$ cat src/rtl/keypad_display_pkg.sv
// Shared key indices, digit codes, FSM states and 7-segment patterns for the
// keypad entry display.
package keypad_pkg;

  localparam int unsigned KEY_STAR = 9;
  localparam int unsigned KEY_ZERO = 10;
  localparam int unsigned KEY_HASH = 11;
  localparam int unsigned NUM_KEYS = 12;
  localparam int unsigned NUM_DIGITS = 8;

  localparam logic [3:0] BLANK = 4'hF;

  typedef enum logic {
    ENTRY = 1'b0,
    DONE  = 1'b1
  } kp_state_e;

  // seg[6:0] = {a,b,c,d,e,f,g}, active-high
  localparam logic [6:0] SEG_0     = 7'b1111110;
  localparam logic [6:0] SEG_1     = 7'b0110000;
  localparam logic [6:0] SEG_2     = 7'b1101101;
  localparam logic [6:0] SEG_3     = 7'b1111001;
  localparam logic [6:0] SEG_4     = 7'b0110011;
  localparam logic [6:0] SEG_5     = 7'b1011011;
  localparam logic [6:0] SEG_6     = 7'b1011111;
  localparam logic [6:0] SEG_7     = 7'b1110000;
  localparam logic [6:0] SEG_8     = 7'b1111111;
  localparam logic [6:0] SEG_9     = 7'b1111011;
  localparam logic [6:0] SEG_BLANK = 7'b0000000;

endpackage

$ cat src/rtl/keypad_display_if.sv
// Key-event input and display output bundle between the keypad scanner side
// and the 7-segment driver.
interface keypad_display_if;
  logic        valid;
  logic [11:0] Scan_data;
  logic [6:0]  seg1;
  logic [6:0]  seg2;
  logic [6:0]  seg3;
  logic [6:0]  seg4;
  logic [6:0]  seg5;
  logic [6:0]  seg6;
  logic [6:0]  seg7;
  logic [6:0]  seg8;
  logic        Out_en;

  modport master (
    output valid, Scan_data,
    input  seg1, seg2, seg3, seg4, seg5, seg6, seg7, seg8, Out_en
  );

  modport slave (
    input  valid, Scan_data,
    output seg1, seg2, seg3, seg4, seg5, seg6, seg7, seg8, Out_en
  );
endinterface

$ cat src/rtl/keypad_display_seg7_decoder.sv
// Digit-slot code to 7-segment pattern; anything outside 0-9 shows blank.
module seg7_decoder
  import keypad_pkg::*;
(
  input  logic [3:0] code,
  output logic [6:0] seg
);

  always_comb begin
    seg = SEG_BLANK;
    unique case (code)
      4'd0:    seg = SEG_0;
      4'd1:    seg = SEG_1;
      4'd2:    seg = SEG_2;
      4'd3:    seg = SEG_3;
      4'd4:    seg = SEG_4;
      4'd5:    seg = SEG_5;
      4'd6:    seg = SEG_6;
      4'd7:    seg = SEG_7;
      4'd8:    seg = SEG_8;
      4'd9:    seg = SEG_9;
      default: seg = SEG_BLANK;
    endcase
  end

endmodule

$ cat src/rtl/keypad_display.sv
// Keypad entry buffer: one-hot key events fill an 8-digit shift buffer shown on
// eight 7-segment digits; '*' clears, '#' commits and raises Out_en.
//   state | meaning
//   ENTRY | collecting digits, Out_en low
//   DONE  | entry committed by '#', Out_en high until next digit or '*'
module keypad_display
  import keypad_pkg::*;
(
  input logic             clk,
  input logic             rst,
  keypad_display_if.slave bus
);

  localparam logic [NUM_DIGITS-1:0][3:0] ALL_BLANK = {NUM_DIGITS{BLANK}};

  kp_state_e                   state_q, state_d;
  logic [NUM_DIGITS-1:0][3:0]  slot_q, slot_d;
  logic                        out_en_q, out_en_d;

  logic       key_ok;
  logic       is_star;
  logic       is_hash;
  logic       is_digit;
  logic [3:0] digit;

  // Malformed scanner codes (zero or multi-hot) are dropped here.
  always_comb begin
    key_ok   = bus.valid && $onehot(bus.Scan_data);
    is_star  = bus.Scan_data[KEY_STAR];
    is_hash  = bus.Scan_data[KEY_HASH];
    is_digit = |{bus.Scan_data[8:0], bus.Scan_data[KEY_ZERO]};
    digit    = 4'd0;
    for (int i = 0; i < 9; i++) begin
      if (bus.Scan_data[i]) digit = 4'(i + 1);
    end
  end

  always_ff @(posedge clk or negedge rst) begin
    if (!rst) begin
      state_q  <= ENTRY;
      slot_q   <= ALL_BLANK;
      out_en_q <= 1'b0;
    end else begin
      state_q  <= state_d;
      slot_q   <= slot_d;
      out_en_q <= out_en_d;
    end
  end

  always_comb begin
    state_d  = state_q;
    slot_d   = slot_q;
    out_en_d = out_en_q;
    if (key_ok) begin
      unique case (state_q)
        ENTRY: begin
          if (is_star) begin
            slot_d = ALL_BLANK;
          end else if (is_hash) begin
            out_en_d = 1'b1;
            state_d  = DONE;
          end else if (is_digit) begin
            slot_d = {slot_q[NUM_DIGITS-2:0], digit};
          end
        end
        DONE: begin
          if (is_star) begin
            slot_d   = ALL_BLANK;
            out_en_d = 1'b0;
            state_d  = ENTRY;
          end else if (is_digit) begin
            slot_d   = {ALL_BLANK[NUM_DIGITS-2:0], digit};
            out_en_d = 1'b0;
            state_d  = ENTRY;
          end
        end
        default: state_d = ENTRY;
      endcase
    end
  end

  logic [6:0] seg_w [NUM_DIGITS];

  for (genvar i = 0; i < NUM_DIGITS; i++) begin : g_dec
    seg7_decoder u_dec (
      .code (slot_q[i]),
      .seg  (seg_w[i])
    );
  end

  assign bus.seg1   = seg_w[0];
  assign bus.seg2   = seg_w[1];
  assign bus.seg3   = seg_w[2];
  assign bus.seg4   = seg_w[3];
  assign bus.seg5   = seg_w[4];
  assign bus.seg6   = seg_w[5];
  assign bus.seg7   = seg_w[6];
  assign bus.seg8   = seg_w[7];
  assign bus.Out_en = out_en_q;

endmodule

$ cat src/flat_wrapper.sv
// flat-port wrapper written by rule: the top's interface ports become plain ports
module keypad_display_flat import keypad_pkg::*;
  (clk, rst, bus_valid, bus_Scan_data, bus_seg1, bus_seg2, bus_seg3, bus_seg4, bus_seg5, bus_seg6, bus_seg7, bus_seg8, bus_Out_en);
  keypad_display_if bus_i ();
  input logic clk;
  input logic rst;
  input wire logic [$bits(bus_i.valid)-1:0] bus_valid;
  input wire logic [$bits(bus_i.Scan_data)-1:0] bus_Scan_data;
  output wire logic [$bits(bus_i.seg1)-1:0] bus_seg1;
  output wire logic [$bits(bus_i.seg2)-1:0] bus_seg2;
  output wire logic [$bits(bus_i.seg3)-1:0] bus_seg3;
  output wire logic [$bits(bus_i.seg4)-1:0] bus_seg4;
  output wire logic [$bits(bus_i.seg5)-1:0] bus_seg5;
  output wire logic [$bits(bus_i.seg6)-1:0] bus_seg6;
  output wire logic [$bits(bus_i.seg7)-1:0] bus_seg7;
  output wire logic [$bits(bus_i.seg8)-1:0] bus_seg8;
  output wire logic [$bits(bus_i.Out_en)-1:0] bus_Out_en;
  assign bus_i.valid = bus_valid;
  assign bus_i.Scan_data = bus_Scan_data;
  assign bus_seg1 = bus_i.seg1;
  assign bus_seg2 = bus_i.seg2;
  assign bus_seg3 = bus_i.seg3;
  assign bus_seg4 = bus_i.seg4;
  assign bus_seg5 = bus_i.seg5;
  assign bus_seg6 = bus_i.seg6;
  assign bus_seg7 = bus_i.seg7;
  assign bus_seg8 = bus_i.seg8;
  assign bus_Out_en = bus_i.Out_en;
  keypad_display u_core (.clk(clk), .rst(rst), .bus(bus_i));
endmodule
$ cat config.mk
export PLATFORM = sky130hd
export DESIGN_NAME = keypad_display_flat
export DESIGN_NICKNAME = d
export VERILOG_FILES = /design/src/rtl/keypad_display_pkg.sv /design/src/rtl/keypad_display_if.sv /design/src/rtl/keypad_display_seg7_decoder.sv /design/src/rtl/keypad_display.sv /design/src/flat_wrapper.sv
export SDC_FILE = /design/constraint.sdc
export NUM_CORES = 1
export LEC_CHECK = 0
export ABC_AREA = 1
export BUFFER_PORTS_ARGS = -buffer_cell sky130_fd_sc_hd__buf_2
export CAP_MARGIN = 15
export CORE_MARGIN = 5
export CORE_UTILIZATION = 50
export CTS_BUF_LIST = sky130_fd_sc_hd__clkbuf_8
export CTS_CLUSTER_SIZE = 10
export DETAILED_ROUTE_END_ITERATION = 12
export GPL_TIMING_DRIVEN = 0
export PLACE_DENSITY = 0.73
export SLEW_MARGIN = 5
export SYNTH_ARGS = -nofsm -noshare
export SYNTH_HDL_FRONTEND = slang
export SYNTH_SLANG_ARGS = --single-unit
$ cat constraint.sdc
create_clock -name clk -period 1.7 [get_ports clk]
set_input_delay 0.17 -clock clk [delete_from_list [all_inputs] [get_ports clk]]
set_output_delay 0.17 -clock clk [all_outputs]
set_load 0.05 [all_outputs]
==> metrics <==
status=complete, but fails checks; violated checks=setup timing; level count of the clock H-tree=2; Synth Flop Type=dfstp_2; I/O pin count=72; antenna violations before repair=0; port buffer count=71; synthesized net count=618; Die Wd=96.0 um; cell type with the largest total area after synthesis=dfstp_2; Worst-Skew Late Latency=0.31 ns; ranking of synthesized cells by area=dfstp_2 23%, ha_1 21%, nand2_1 20%; Die Area=9220 um^2; wire length of the first global-routing pass=19.6 mm; RePlAce Congestion=0.836; Syn Std Cell Area=3700 um^2; largest driver fanout on the critical path=10; slowest CP cell=fa_1; clock tree root buffer cell=clkbuf_8; max-slew violation count=0; vias per cell=6.04; diode insertion count for antenna repair=0; post-synthesis sequential element count=34; placeable core area=7210 um^2; shortest period the worst path allows=3.69 ns; # rows=31; number of search-and-repair iterations in the first detailed-routing pass=6; HPWL after detailed placement=6.76 mm; most used standard cell by instance count after synthesis=nand2_1; Crit path required time=1.94 ns; Final setup violation count=89; Hold Violations, Final=0; path category of the worst min-delay check=input pin to flop; overall fraction of global-route tracks in use=0.270; share of flip-flops with an asynchronous set or reset after synthesis=1.00; number of enable flip-flop cells after synthesis=0; clock tree buffer depth=2; maximum number of pins on one net before global-route repair=35; final-stage net count=783; Worst Max-Slew Pin Slew=0.790 ns; Commonest cells post-synth=201 x nand2_1, 72 x inv_1, 63 x ha_1; worst hold start=bus_Scan_data[11]; final wirelength=17.3 mm; count of distinct cell types in the synthesized netlist=26; final setup TNS=-70.40 ns; drt drc=0; Max Clock Freq=271 MHz; unrepaired setup endpoints after global routing=true; area share of the leading cell type in the synthesized netlist=0.227; Syn Area/Cell=6.94 um^2; data arrival time of the critical path=3.94 ns; via count=4817; average wire per cell in the routed design=21.7 um; CTS buffer count=5; via count of the first global-routing pass=4245; FF-to-FF Start=u_core.state_q$_DFFE_PN0P_; CP startpoint=bus_Scan_data[5]; total of warnings raised by yosys=0; fraction of the yosys area taken by sequential cells=0.241; DP Area=4320 um^2; DRT antenna net count=0; crit-path most repeated cell=fa_1; final critical-path share of the clock period=2.17; endpoint type of the worst setup path=flop; clock-pin slew of the registers on the worst-case setup and hold paths=0.08 ns; largest incremental delay on the critical path=0.50 ns; fraction of layout instances using a drive strength above 1=0.595; total grt overflow=0; initial standard-cell utilization of the core=0.513; crit path setup slack, layout=-1.99 ns; Bufs and invs on worst path=6; critical setup path kind=input pin to flop; CTS Sinks=34; Critical Path, Cell by Cell=buf_6 > inv_6 > ha_4 > inv_2 > fa_1 > fa_1 > inv_1 > fa_1 > ha_2 > inv_2 > fa_1 > nand3_1 > nor2_2 > nand2_2 > nor2_8 > buf_4 > nand4_1 > nand2_1; Setup Skew=0.00773 ns; CP Launch Type=input pin; Place WS=-2.25 ns; tightest hold margin=0.172 ns; die outline height=96.0 um; synthesized instance count=533; CTS tree=built; first-iteration detailed-routing DRC count=462; worst slew margin relative to its limit=0.474; Layout area overhead=78.0%; final cell area excluding filler cells=6590 um^2; max-capacitance violation count=0; family with the most delay on the worst path=adder cells
[per-layer routing]
layer	share of wire	GRT usage	routed length (um)	up-vias
met5	0	0	0	-
met4	0.075	0.105	1300	0
met3	0.091	0.0547	1580	149
met2	0.49	0.497	8480	390
met1	0.34	0.300	5970	2262
li1	-	-	-	2016
[layout make-up]
| type | instances | area (um^2) |
|---|---|---|
| buffer | 15 | 96.3 |
| tap | 99 | 124 |
| sequential | 34 | 891 |
| clock buffer | 6 | 82.6 |
| timing repair buffer | 158 | 1580 |
| clock inverter | 2 | 8.76 |
| fill | 233 | 629 |
| inverter | 74 | 359 |
| multi-input combinational | 410 | 3440 |
[worst paths after layout]
path,slack (ns),endpoint,depth (start not counted)
setup / recovery,-1.99,u_core.slot_q[19]$_DFFE_PN1P_,18
hold / removal,0.17,u_core.bus.Out_en$_DFFE_PN0P_,3
setup reg to reg,-0.33,u_core.slot_q[14]$_DFFE_PN1P_,6
hold reg to reg,0.52,u_core.slot_q[31]$_DFFE_PN1P_,2
max in group asynchronous,0.69,u_core.bus.Out_en$_DFFE_PN0P_,2
min in group asynchronous,0.53,u_core.state_q$_DFFE_PN0P_,2
[through the flow]
| step | cells | util |
|---|---|---|
| 2_1_floorplan | 533 | - |
| 3_3_place_gp | 703 | 0.598 |
| 3_5_place_dp | 703 | 0.598 |
| 4_1_cts | 781 | 0.811 |
| 5_1_grt | 798 | 0.913 |
| 6_report | 798 | 0.913 |
[cell families (layout without fill, tap and decap cells)]
group,Yosys count,after routing,synth area share
and+or+nand+nor,295,295,0.344
buffers and inverters,89,255,0.100
adders and majority gates,70,70,0.251
AOI/OAI and AO/OA,45,45,0.0646
DFF,34,34,0.241
[registers in the layout, summed over array words and instances, names as in the netlist]
name               cells
u_core.bus.Out_en      1
u_core.slot_q         32
u_core.state_q         1
[tightest hold or removal path: stages]
cell and delay, ns:
buf_2 0.13, nand4_1 0.08, nand2_1 0.06
[cell usage in the layout, fill, tap and decap left out, drive strengths merged]
| master | Yosys | final |
|---|---|---|
| nand2 | 202 | 202 |
| buf | 8 | 165 |
| inv | 74 | 74 |
| ha | 63 | 63 |
| nor2 | 35 | 35 |
| nand4 | 33 | 33 |
| dfstp | 32 | 32 |
| o21ai | 31 | 31 |
| nand3 | 13 | 13 |
| clkbuf | 7 | 13 |
| or2 | 8 | 8 |
| a31oi | 8 | 8 |
| fa | 7 | 7 |
| a21oi | 6 | 6 |
| nor3 | 4 | 4 |
| dfrtp | 2 | 2 |
| clkinvlp | 0 | 1 |
| clkinv | 0 | 1 |
| dlygate4sd3 | 0 | 1 |
[what timing repair did]
action | in CTS | in global routing
hold endpoints to repair | 2 | 0
setup buffers | 68 | 20
pin swaps | 61 | 63
cloned | 1 | 0
endpoints found under the setup margin | 85 | 90
gates resized for setup | 295 | 146
hold buffers | 1 | 0
Power is left out: the tool's default activity adds up to more than one toggle a clock period on the data nets, which glitch-free logic cannot reach.
